File: config.mk
export PLATFORM = sky130hd
export DESIGN_NAME = instr_fetch
export DESIGN_NICKNAME = d
export VERILOG_FILES = /design/src/rtl/fetch_pkg.sv /design/src/rtl/fetch_buf.sv /design/src/rtl/instr_fetch.sv
export SDC_FILE = /design/constraint.sdc
export NUM_CORES = 1
export LEC_CHECK = 0
export CAP_MARGIN = 40
export CORE_UTILIZATION = 35
export DETAILED_ROUTE_END_ITERATION = 6
export GPL_ROUTABILITY_DRIVEN = 1
export SYNTH_ARGS = -nofsm -noshare
export SYNTH_HDL_FRONTEND = slang
export SYNTH_SLANG_ARGS = --single-unit
File: constraint.sdc
create_clock -name clk -period 4.4 [get_ports clk]
set_input_delay 0.66 -clock clk [delete_from_list [all_inputs] [get_ports clk]]
set_output_delay 0.66 -clock clk [all_outputs]
set_load 0.05 [all_outputs]
File: src/rtl/fetch_pkg.sv
// fetch_pkg -- shared types and constants for the instruction fetch unit.
//   PC_W      : word-address width
//   BUF_DEPTH : entries in the fetch -> decode buffer
//   fetch_state_e : fetch control states
//   pc_legal()    : true when a word address lies inside instruction memory
package fetch_pkg;

   localparam int PC_W      = 16;
   localparam int BUF_DEPTH = 2;

   typedef enum logic [1:0] {
      RUN    = 2'd0,
      HALTED = 2'd1,
      ERR    = 2'd2
   } fetch_state_e;

   function automatic logic pc_legal(input logic [PC_W-1:0] pc, input int unsigned depth);
      return ({{(32-PC_W){1'b0}}, pc} < depth);
   endfunction

endpackage

File: src/rtl/fetch_buf.sv
// fetch_buf -- 2-entry FIFO between fetch and decode; entry 0 is always the head.
// Ports:
//   clk, rst            : clock, synchronous active-high reset
//   i_flush             : discard all entries (a same-cycle push is dropped too)
//   i_push, i_instr,
//   i_pc                : write one fetched instruction and its address
//   i_pop               : remove the head entry (caller guarantees not empty)
//   o_valid             : head entry holds a valid instruction
//   o_instr, o_pc       : head entry contents
//   o_count             : current occupancy (0..2)
module fetch_buf
   import fetch_pkg::*;
#(
   parameter int INSTR_W = 16
)(
   input  logic               clk,
   input  logic               rst,
   input  logic               i_flush,
   input  logic               i_push,
   input  logic [INSTR_W-1:0] i_instr,
   input  logic [PC_W-1:0]    i_pc,
   input  logic               i_pop,
   output logic               o_valid,
   output logic [INSTR_W-1:0] o_instr,
   output logic [PC_W-1:0]    o_pc,
   output logic [1:0]         o_count
);

   logic [INSTR_W-1:0] r_instr [BUF_DEPTH];
   logic [PC_W-1:0]    r_pc    [BUF_DEPTH];
   logic [1:0]         r_count;

   always_ff @(posedge clk) begin
      if (rst) begin
         r_count <= 2'd0;
         for (int i = 0; i < BUF_DEPTH; i++) begin
            r_instr[i] <= '0;
            r_pc[i]    <= '0;
         end
      end else if (i_flush) begin
         r_count <= 2'd0;
      end else begin
         case ({i_push, i_pop})
            2'b10: begin
               if (r_count != 2'd2) begin
                  r_instr[r_count[0]] <= i_instr;
                  r_pc[r_count[0]]    <= i_pc;
                  r_count             <= r_count + 2'd1;
               end
            end
            2'b01: begin
               r_instr[0] <= r_instr[1];
               r_pc[0]    <= r_pc[1];
               r_count    <= r_count - 2'd1;
            end
            2'b11: begin
               // Occupancy unchanged: the new entry lands behind whatever remains.
               if (r_count == 2'd1) begin
                  r_instr[0] <= i_instr;
                  r_pc[0]    <= i_pc;
               end else begin
                  r_instr[0] <= r_instr[1];
                  r_pc[0]    <= r_pc[1];
                  r_instr[1] <= i_instr;
                  r_pc[1]    <= i_pc;
               end
            end
            default: ;
         endcase
      end
   end

   assign o_valid = (r_count != 2'd0);
   assign o_instr = r_instr[0];
   assign o_pc    = r_pc[0];
   assign o_count = r_count;

endmodule

File: src/rtl/instr_fetch.sv
// instr_fetch -- PC sequencing and fetch control feeding a 2-entry decode buffer.
// Ports:
//   clk, rst                 : clock, synchronous active-high reset
//   im_addr, im_rd_en        : request to instruction memory (1-cycle read latency)
//   im_instr                 : memory read data
//   redirect, redirect_pc    : taken branch/jump pulse and its target
//   halt                     : level, suspends new fetches
//   dec_valid, dec_ready     : decode handshake
//   dec_instr, dec_pc        : head instruction and its address
//   addr_err                 : sticky, an out-of-range PC was reached
//
// state  | meaning
// RUN    | fetching sequentially while buffer space allows
// HALTED | no new fetches; buffered/in-flight work still drains
// ERR    | PC left instruction memory; waits for redirect to a legal target
module instr_fetch
   import fetch_pkg::*;
#(
   parameter logic [PC_W-1:0] RESET_PC   = 16'h0000,
   parameter int unsigned     IMEM_DEPTH = 2048,
   parameter int              INSTR_W    = 16
)(
   input  logic               clk,
   input  logic               rst,
   output logic [PC_W-1:0]    im_addr,
   output logic               im_rd_en,
   input  logic [INSTR_W-1:0] im_instr,
   input  logic               redirect,
   input  logic [PC_W-1:0]    redirect_pc,
   input  logic               halt,
   output logic               dec_valid,
   input  logic               dec_ready,
   output logic [INSTR_W-1:0] dec_instr,
   output logic [PC_W-1:0]    dec_pc,
   output logic               addr_err
);

   localparam logic [PC_W-1:0] PC_ONE = {{(PC_W-1){1'b0}}, 1'b1};

   fetch_state_e    r_state;
   fetch_state_e    w_state_nxt;
   logic [PC_W-1:0] r_pc;
   logic            r_inflight;
   logic [PC_W-1:0] r_inflight_pc;
   logic            r_addr_err;

   logic            w_issue;
   logic            w_push;
   logic            w_pop;
   logic [1:0]      w_count;
   logic [2:0]      w_occ;
   logic            w_pc_ok;

   assign w_pc_ok = pc_legal(r_pc, IMEM_DEPTH);
   assign w_pop   = dec_valid & dec_ready;
   // An in-flight response arriving during a redirect belongs to the old path.
   assign w_push  = r_inflight & ~redirect;

   // Occupancy counts the head leaving this cycle, so a steady stream with
   // dec_ready held high keeps one fetch issued every cycle.
   assign w_occ   = {1'b0, w_count} - {2'b00, w_pop} + {2'b00, r_inflight};

   assign w_issue = ~rst && (r_state == RUN) && ~redirect && ~halt && w_pc_ok
                    && (w_occ < 3'd2);

   always_comb begin
      w_state_nxt = r_state;
      if (redirect) begin
         if (halt)
            w_state_nxt = HALTED;
         else if (!pc_legal(redirect_pc, IMEM_DEPTH))
            w_state_nxt = ERR;
         else
            w_state_nxt = RUN;
      end else if (!w_pc_ok) begin
         w_state_nxt = ERR;
      end else begin
         case (r_state)
            RUN:     if (halt)  w_state_nxt = HALTED;
            HALTED:  if (!halt) w_state_nxt = RUN;
            default: w_state_nxt = r_state;
         endcase
      end
   end

   always_ff @(posedge clk) begin
      if (rst) begin
         r_state       <= RUN;
         r_pc          <= RESET_PC;
         r_inflight    <= 1'b0;
         r_inflight_pc <= '0;
         r_addr_err    <= 1'b0;
      end else begin
         r_state    <= w_state_nxt;
         r_inflight <= w_issue;
         if (w_issue)
            r_inflight_pc <= r_pc;
         if (redirect)
            r_pc <= redirect_pc;
         else if (w_issue)
            r_pc <= r_pc + PC_ONE;
         if (w_state_nxt == ERR)
            r_addr_err <= 1'b1;
      end
   end

   fetch_buf #(
      .INSTR_W (INSTR_W)
   ) u_buf (
      .clk     (clk),
      .rst     (rst),
      .i_flush (redirect),
      .i_push  (w_push),
      .i_instr (im_instr),
      .i_pc    (r_inflight_pc),
      .i_pop   (w_pop),
      .o_valid (dec_valid),
      .o_instr (dec_instr),
      .o_pc    (dec_pc),
      .o_count (w_count)
   );

   assign im_addr  = r_pc;
   assign im_rd_en = w_issue;
   assign addr_err = r_addr_err;

endmodule

==> impl_metrics.tcl <==
set metrics [dict create \
    ys_seq_elements 102 \
    critical_path_class "flop to output pin" \
    yosysUniqueCellTypes 47 \
    p_per_area_mw_per_mm2 352 \
    status "finished clean" \
    stdcell_area_mm2 0.00597 \
    cts_sinks 102 \
    worst_pin_slew_ps 674 \
    period_share_pct 89.8 \
    worstSetupStartpointType "flop" \
    synth_fp_nets 481 \
    hp-class "flop to flop" \
    ctsResizeCount 0 \
    routedWlPerCell_um 15.8 \
    ir_drop_v 0.000202 \
    report.final.hold_viol_count 0 \
    yosysSeqAreaShare_pct 58.3 \
    overflow 0 \
    cp-end-kind "output pin" \
    cts_tree "done" \
    numPortBuffers 87 \
    critPathRequiredTime_ps 3740 \
    n_fill_cell 1237 \
    postCtsHoldBufs 0 \
    diodes 0 \
    fin_crit_ps 3950 \
    crit_arrival_ps 3290 \
    slew_headroom_pct 55.0 \
    fin_tns_setup_ps 0 \
    first_iter_violations 300 \
    drc 0 \
    synth_edf_count 64 \
    synthFlopType "edfxtp_1" \
    synth_cells 439 \
    drive_above_1_share_pct 7.29 \
    dr.pass1.iters 5 \
    fin_cells 693 \
    finalMaxSlewViolations 0 \
    utilization_pct 46.9 \
    dpl_cell_area_mm2 0.00569 \
    nNetsFinal 558 \
    syn_area_mm2 0.00460 \
    drtAntennaViolNets 0 \
    die_y_um 117 \
    antenna_found_initial 0 \
    numCtsBuffers 9 \
    power_leakage_nw 2.01 \
    rsz0062_at_grt "false" \
    place_inst 677 \
    vias 3707 \
    areaGrowthSynthToFinish_pct 29.8 \
    clock_path_buffers 2 \
    met3_usage_pct 3.63 \
    die_w_um 117 \
    clock_latency_ps 340 \
    routed_wl_mm 10.9 \
    clk_pin_slew_ps 70 \
    global_route.usage.total_pct 16.8 \
    skew_ps 6.24 \
    place.gp.congestion 0.846 \
    yosys_warnings 0 \
    cts_setup_buffers 0 \
    grt_pass1_vias 3455 \
    p_total_w 0.00210 \
    grt_pass1_wl_mm 17.7 \
    grt_max_degree 39 \
    num_rows 41 \
    vias_per_cell 5.35 \
    hpwl_mm 7.01 \
    core_area_mm2 0.0127 \
    die_area_mm2 0.0136 \
    fmax_mhz 253 \
    maxCapViolations 0 \
    top_usage_layer "met2" \
    htree_num_levels 3 \
    grtUsageMet2_pct 26.4 \
    async_reset_ff_share_pct 0 \
    ios 88 \
    setup_viol 0 \
    path_max_fanout 6 \
    start_util_pct 36.2 \
    syn_area_per_cell_um2 10.5 \
    gr-usage-met1_pct 23.3 \
    cts-root-buf "clkbuf_16" \
]
==> cell usage after synthesis (all sizes together) (2+ instances only) <==
cell	n	area share (%)
buf	3	0.30
nor2	21	1.7
nor2b	2	0.27
a311oi	5	0.95
clkbuf	30	2.4
o31ai	2	0.33
o21ai	53	5.8
and2	34	4.6
nand2	8	0.65
or3	5	0.68
a21oi	52	5.7
and4	2	0.38
inv	8	0.65
dfxtp	38	17
a32oi	2	0.38
a211o	3	0.57
ha	4	1.1
or4	3	0.49
nor3b	8	1.3
nand3	50	5.4
nor3	5	0.65
nand2b	2	0.27
mux2i	6	1.3
o2111a	3	0.73
a21o	2	0.33
nor4	5	1.0
nand4	5	0.82
edfxtp	64	42
==> final timing paths <==
path	depth (start not counted)	start	to	slack (ps)
worst max-delay path	10	u_buf.o_count[0]	im_rd_en	450
worst max register to register	11	u_buf.o_count[0]	im_addr[2]	930
worst min register to register	1	r_inflight_pc[13]	r_inflight_pc[13]	490
worst min-delay path	1	r_inflight_pc[13]	r_inflight_pc[13]	490
==> cell type report <==
type	instances	area [µm²]	area share, %
clock buffer	12	248	4.15
clock inverter	4	31.3	0.524
inverter	8	30.0	0.503
multi-input combinational	296	1790	29.9
sequential	102	2680	44.9
tap	172	215	3.60
timing repair buffer	99	978	16.4
==> power by group <==
group,internal (W),total [W],switching (W),leakage (nW)
Sequential,0.00105,0.00108,0.0000262,0.974
Clock,0.000405,0.000747,0.000342,0.140
Combinational,0.000101,0.000280,0.000179,0.898
==> placed cells by master, fill, tap and decap left out, drive strengths merged, types with 3 or more instances in the layout <==
| cell | n |
|---|---|
| clkdlybuf4s50 | 86 |
| edfxtp | 64 |
| o21ai | 53 |
| a21oi | 52 |
| nand3 | 50 |
| dfxtp | 38 |
| and2 | 34 |
| nor2 | 21 |
| buf | 13 |
| clkbuf | 12 |
| inv | 9 |
| nor3b | 8 |
| nand2 | 8 |
| mux2i | 6 |
| or3 | 5 |
| a311oi | 5 |
| nand4 | 5 |
| nor4 | 5 |
| nor3 | 5 |
| ha | 4 |
| or4 | 3 |
| a211o | 3 |
| o2111a | 3 |
| clkinv | 3 |
==> flip-flops by register name (all words and copies together) (netlist names) <==
| name | cells |
|---|---|
| u_buf.r_instr | 32 |
| im_addr | 16 |
| addr_err | 1 |
| u_buf.r_pc | 32 |
| r_state | 2 |
| r_inflight_pc | 16 |
| r_inflight | 1 |
| u_buf.o_count | 2 |
==> logic make-up (layout without fill, tap and decap cells) <==
| group | Yosys count | after routing | share of synthesized area [%] |
|---|---|---|---|
| compound gates | 128 | 128 | 15.9 |
| xor+xnor | 1 | 1 | 0.190 |
| fa+ha+maj | 5 | 5 | 1.52 |
| buf+inv | 41 | 123 | 3.40 |
| flops | 102 | 102 | 58.3 |
| mux | 7 | 7 | 1.55 |
| simple gates | 155 | 155 | 19.1 |
==> stage by stage <==
step	hold WS (ps)	setup slack (ps)
CTS	491	457
floorplan	458	308
global placement	476	630
global route	504	197
detailed placement	476	629
finish	490	449
==> routing by layer <==
layer | routed length, µm | up-vias
met4 | 103 | 0
met3 | 837 | 11
met5 | 0 | -
met1 | 5090 | 1748
li1 | - | 1788
met2 | 4910 | 160
==> worst max-delay path: stages (launching register included) <==
cell and delay, ps:
dfxtp_1 450, inv_1 160, ha_1 250, nand2b_1 260
nor2_1 210, o21ai_0 130, fa_1 500, nor3b_1 320
and3_1 310, and2_1 210, buf_12 150
Note: power is estimated with default switching activity, not from simulation.
